$ cat config.mk
export PLATFORM = sky130hd
export DESIGN_NAME = uart_frame_parser
export DESIGN_NICKNAME = d
export VERILOG_FILES = /design/src/rtl/uart_frame_parser.sv
export SDC_FILE = /design/constraint.sdc
export NUM_CORES = 1
export LEC_CHECK = 0
export BUFFER_PORTS_ARGS = -buffer_cell sky130_fd_sc_hd__buf_2
export CAP_MARGIN = 20
export CELL_PAD_IN_SITES_DETAIL_PLACEMENT = 1
export CELL_PAD_IN_SITES_GLOBAL_PLACEMENT = 1
export CORE_MARGIN = 3
export CORE_UTILIZATION = 43
export CTS_CLUSTER_SIZE = 16
export DETAILED_ROUTE_END_ITERATION = 16
export PLACE_DENSITY_LB_ADDON = 0.1
export SYNTH_ARGS = -nofsm -noshare
export SYNTH_HDL_FRONTEND = slang
export SYNTH_SLANG_ARGS = --single-unit
$ cat constraint.sdc
create_clock -name ip_Clock -period 4.4 [get_ports ip_Clock]
set_input_delay 0.66 -clock ip_Clock [delete_from_list [all_inputs] [get_ports ip_Clock]]
set_output_delay 0.66 -clock ip_Clock [all_outputs]
set_load 0.02 [all_outputs]
$ cat src/rtl/uart_frame_parser.sv
// Parses SYNC/LEN/payload/CHK frames from a UART byte stream, emitting payload
// strobes and per-frame done/error pulses, with an inter-byte timeout.
module uart_frame_parser #(
  parameter logic [7:0]  SYNC_BYTE    = 8'hA5,
  parameter int unsigned MAX_LEN      = 16,
  parameter int unsigned TIMEOUT_CLKS = 4200
) (
  input  logic       ip_Clock,
  input  logic       ip_Reset,
  input  logic       ip_Rx_DV,
  input  logic [7:0] ip_Rx_Byte,
  output logic       op_Data_Valid,
  output logic [7:0] op_Data_Byte,
  output logic [3:0] op_Data_Index,
  output logic [4:0] op_Frame_Len,
  output logic       op_Frame_Done,
  output logic       op_Frame_Err,
  output logic [1:0] op_Err_Code,
  output logic       op_Busy
);

  localparam int unsigned CNT_W = 13;
  localparam logic [1:0] ERR_LEN     = 2'b01;
  localparam logic [1:0] ERR_CHK     = 2'b10;
  localparam logic [1:0] ERR_TIMEOUT = 2'b11;

  typedef enum logic [1:0] {
    S_IDLE,
    S_LEN,
    S_PAYLOAD,
    S_CHECK
  } state_e;

  state_e             state_q, state_d;
  logic [CNT_W-1:0]   cnt_q, cnt_d;
  logic [3:0]         idx_q, idx_d;
  logic [7:0]         acc_q, acc_d;
  logic               data_valid_q, data_valid_d;
  logic [7:0]         data_byte_q, data_byte_d;
  logic [3:0]         data_index_q, data_index_d;
  logic [4:0]         frame_len_q, frame_len_d;
  logic               frame_done_q, frame_done_d;
  logic               frame_err_q, frame_err_d;
  logic [1:0]         err_code_q, err_code_d;
  logic               busy_q, busy_d;

  logic timeout_hit;
  logic len_ok;
  logic last_byte;

  assign timeout_hit = (cnt_q == CNT_W'(TIMEOUT_CLKS - 1));
  assign len_ok      = (ip_Rx_Byte != 8'd0) && (ip_Rx_Byte <= 8'(MAX_LEN));
  assign last_byte   = ({1'b0, idx_q} == (frame_len_q - 5'd1));

  // Next-state and registered-output computation
  always_comb begin
    state_d      = state_q;
    cnt_d        = cnt_q;
    idx_d        = idx_q;
    acc_d        = acc_q;
    data_valid_d = 1'b0;
    data_byte_d  = data_byte_q;
    data_index_d = data_index_q;
    frame_len_d  = frame_len_q;
    frame_done_d = 1'b0;
    frame_err_d  = 1'b0;
    err_code_d   = err_code_q;

    // Inter-byte timer: cleared by every byte, saturates rather than wrapping
    if (ip_Rx_DV) begin
      cnt_d = '0;
    end else if (cnt_q != '1) begin
      cnt_d = cnt_q + CNT_W'(1);
    end

    unique case (state_q)
      S_IDLE: begin
        cnt_d = '0;
        if (ip_Rx_DV && (ip_Rx_Byte == SYNC_BYTE)) begin
          state_d = S_LEN;
        end
      end
      S_LEN: begin
        if (ip_Rx_DV) begin
          if (len_ok) begin
            frame_len_d = 5'(ip_Rx_Byte);
            acc_d       = ip_Rx_Byte;
            idx_d       = 4'd0;
            state_d     = S_PAYLOAD;
          end else begin
            frame_err_d = 1'b1;
            err_code_d  = ERR_LEN;
            state_d     = S_IDLE;
          end
        end else if (timeout_hit) begin
          frame_err_d = 1'b1;
          err_code_d  = ERR_TIMEOUT;
          state_d     = S_IDLE;
        end
      end
      S_PAYLOAD: begin
        if (ip_Rx_DV) begin
          data_valid_d = 1'b1;
          data_byte_d  = ip_Rx_Byte;
          data_index_d = idx_q;
          acc_d        = acc_q ^ ip_Rx_Byte;
          idx_d        = idx_q + 4'd1;
          if (last_byte) begin
            state_d = S_CHECK;
          end
        end else if (timeout_hit) begin
          frame_err_d = 1'b1;
          err_code_d  = ERR_TIMEOUT;
          state_d     = S_IDLE;
        end
      end
      S_CHECK: begin
        if (ip_Rx_DV) begin
          if (ip_Rx_Byte == acc_q) begin
            frame_done_d = 1'b1;
          end else begin
            frame_err_d = 1'b1;
            err_code_d  = ERR_CHK;
          end
          state_d = S_IDLE;
        end else if (timeout_hit) begin
          frame_err_d = 1'b1;
          err_code_d  = ERR_TIMEOUT;
          state_d     = S_IDLE;
        end
      end
      default: state_d = S_IDLE;
    endcase

    busy_d = (state_d != S_IDLE);
  end

  // State and output registers; reset overrides any byte in the same cycle
  always_ff @(posedge ip_Clock) begin
    if (ip_Reset) begin
      state_q      <= S_IDLE;
      cnt_q        <= '0;
      idx_q        <= '0;
      acc_q        <= '0;
      data_valid_q <= 1'b0;
      data_byte_q  <= '0;
      data_index_q <= '0;
      frame_len_q  <= '0;
      frame_done_q <= 1'b0;
      frame_err_q  <= 1'b0;
      err_code_q   <= '0;
      busy_q       <= 1'b0;
    end else begin
      state_q      <= state_d;
      cnt_q        <= cnt_d;
      idx_q        <= idx_d;
      acc_q        <= acc_d;
      data_valid_q <= data_valid_d;
      data_byte_q  <= data_byte_d;
      data_index_q <= data_index_d;
      frame_len_q  <= frame_len_d;
      frame_done_q <= frame_done_d;
      frame_err_q  <= frame_err_d;
      err_code_q   <= err_code_d;
      busy_q       <= busy_d;
    end
  end

  assign op_Data_Valid = data_valid_q;
  assign op_Data_Byte  = data_byte_q;
  assign op_Data_Index = data_index_q;
  assign op_Frame_Len  = frame_len_q;
  assign op_Frame_Done = frame_done_q;
  assign op_Frame_Err  = frame_err_q;
  assign op_Err_Code   = err_code_q;
  assign op_Busy       = busy_q;

endmodule

==> impl_metrics.yaml <==
run_status:
  status: "finished clean"
grt:
  grt_usage: 0.204
  grt_pass1_vias: 2151
  gr-total-overflow: 0
  grt_max_degree: 37
  grt_pass1_wl_um: 10700
  antenna_found_initial: 0
floorplan:
  ios: 34
  fp.dieH_um: 82
  start_util: 0.448
  die_w_um: 82
  core_um2: 5540
  die_area_um2: 6720
  std_cell_rows: 27
drt:
  wl_per_cell_um: 16.3
  ant_nets: 0
  routed_via_density: 5.61
  totalWireLength_um: 6360
  drcViolationCount: 0
  drt_first_iter_violations: 93
  via_count: 2192
  firstDrtPassIters: 4
synthesis:
  syn_inst: 298
  synth_cell_types: 47
  yosysWarnings: 0
  synth-edff-count: 0
  syn_nets: 312
  synth_top_area_frac: 0.403
  syn-cell-area_um2: 2480
  synth_top_area_cell: "dfxtp_1"
  async_reset_ff_frac: 0
  yosys-top-cells-area: "dfxtp_1 40%, nand2_1 5.3%, a21oi_1 5.0%, xor2_1 4.9%, nor2_1 4.2%"
  seq_area_frac_synth: 0.403
  postSynthAreaPerCell_um2: 8.33
  synthFlopType: "dfxtp_1"
  ys_ff_latch: 50
sta:
  setup_viol_count_final: 0
  timing.final.hold_violations: 0
  rsz0062_at_grt: "no"
  slew-limit-headroom: 0.446
  drv_slew: 0
  finalCritPeriodShare: 0.516
  timing.final.crit_period_ns: 2.27
  hold-worst-slack_ns: 0.453
  worst_pin_slew_ns: 0.828
  maxClockFrequency_ghz: 0.440
  clock-skew-final_ns: 0.00790
  setup_tns_ns: 0
worst_setup_path:
  path_class: "flop to flop"
  crit_path_top_delay_cell: "nor2_1"
  cp-end-kind: "flop"
  crit_required_ns: 4.63
  crit_fanout: 14
  crit_chain: "nand2b_1 > nor2_1 > nand2_1 > or2_2 > a21oi_1"
  cpPeakStageDelay_ns: 0.72
  startpoint_type: "flop"
  arrival_ns: 2.50
clock_network:
  clockRootBuffer: "clkbuf_8"
  clock_path_buffers: 2
  htreeDepth: 2
  cts_tree: "yes"
  cts_made_buffers: 5
  ctsHoldBuffers: 0
  clock_sinks: 50
  clk_pin_slew_ns: 0.09
  clk_latency_ns: 0.30
  cts_setup_buffers: 0
  cts_resized: 0
power:
  powerDensity_nw_per_um2: 280
  leakage_nw: 1.05
  switchingPower_uw: 179
  seq_power_share: 0.590
  max-vdd-ir-drop_mv: 0.119
  internal_power_uw: 588
  comb_power_share: 0.044
  pwr-share-clk: 0.366
  power_switching_share: 0.233
cells_and_area:
  layout-drive-gt1-share: 0.163
  nets: 332
  final_cell_area_um2: 2730
  diodes: 0
  n_fill_cell: 713
  layoutNonFillerInstCount: 391
  syn2layout_area_growth_pct: 10.0
place:
  post_dp_cell_area_um2: 2640
  dp_hpwl_um: 4530
  place.gp.congestion: 0.775
  io_buffers: 33
  dp.cells: 383
run:
  drv_cap: 0
worst_hold_path:
  min_path_type: "flop to flop"
[per-layer routing]
layer	up-vias	GRT usage	routed length, µm
li1	1099	-	-
met1	1070	0.298	3280
met2	19	0.319	2920
met3	4	0.0318	117
met4	0	0.0349	36
met5	-	0	0
[flip-flops by register name, indices dropped and copies added (netlist names)]
register / flops
cnt_q: 13
acc_q: 8
op_Data_Byte: 8
op_Frame_Len: 5
idx_q: 4
op_Data_Index: 4
op_Err_Code: 2
state_q: 2
op_Busy: 1
op_Data_Valid: 1
op_Frame_Done: 1
op_Frame_Err: 1
[per-stage QoR]
stage,setup slack [ns],utilization,power (mW)
CTS,2.11,0.493,0.776
global route,1.85,0.493,0.798
detailed placement,1.83,0.476,0.496
floorplan,2.44,-,0.486
finish,2.13,0.493,0.766
global placement,1.95,0.476,0.496
[logic make-up after synthesis]
family                   synth area share
multiplexers                       0.0242
AND/OR/NAND/NOR                     0.270
flip-flops                          0.403
XOR/XNOR                           0.0736
adder cells (fa/ha/maj)            0.0151
buffers and inverters              0.0529
AO/OA/AOI/OAI                       0.162
[critical path, delay by kind of cell (launching register included)]
family | cells | cell delay (ns)
AO/OA/AOI/OAI | 1 | 0.13
flip-flops | 1 | 0.51
AND/OR/NAND/NOR | 4 | 1.56
[cells in the final DEF (no fill, tap or decap), types with 2 or more instances in the layout]
cell	n
a21oi_1	25
a31oi_1	12
and3_1	6
and4_1	5
buf_2	33
clkbuf_8	6
dfxtp_1	50
ha_1	3
inv_1	6
mux2i_1	6
nand2_1	35
nand3_1	10
nand3_2	2
nand3b_1	7
nand4_1	6
nand4b_1	2
nor2_1	28
nor2b_1	5
nor3_1	6
nor4_1	3
o2111ai_1	3
o211ai_1	6
o21ai_0	9
or2_2	4
xnor2_1	5
xor2_1	14
[cell type report]
cell class                 instances  area (µm²)  area share
timing repair buffer              34         173      0.0632
clock inverter                     2        12.5     0.00458
multi-input combinational        221        1350       0.495
tap                               72        90.1      0.0330
clock buffer                       6        82.6      0.0302
inverter                           6        22.5     0.00824
sequential                        50        1000       0.366
[power by group through the flow]
stage / clock network (mW) / logic, mW / registers [mW]
after floorplan: 0 / 0.0234 / 0.463
after global placement: 0 / 0.0327 / 0.463
after detailed placement: 0 / 0.0332 / 0.463
after CTS: 0.290 / 0.0334 / 0.452
after global routing: 0.310 / 0.0363 / 0.452
final: 0.281 / 0.0336 / 0.452
[worst paths after layout]
check	cells past startpoint	startpoint	end	slack (ns)
min	2	op_Data_Byte[1]	op_Data_Byte[1]	0.45
min reg2reg	2	op_Data_Byte[1]	op_Data_Byte[1]	0.45
max reg2reg	5	state_q[1]	acc_q[6]	2.13
max	5	state_q[1]	acc_q[6]	2.13
[synth_stat cells, types with 2 or more instances]
cell type and n:
o2111ai_1 3, inv_1 6, xnor2_1 5, a21oi_1 25
nor4_1 3, nand3_1 10, nand4b_1 2, nand2_1 35
and3_1 6, nand3b_1 7, nor2_1 28, o211ai_1 6
buf_6 2, a31oi_1 12, nand3_2 2, ha_1 3
or2_2 4, xor2_1 14, buf_2 9, nor2b_1 5
and4_1 5, o21ai_0 9, dfxtp_1 50, mux2i_1 6
nand4_1 6, clkbuf_1 9, nor3_1 6
Power figures use the tool's default switching activity.
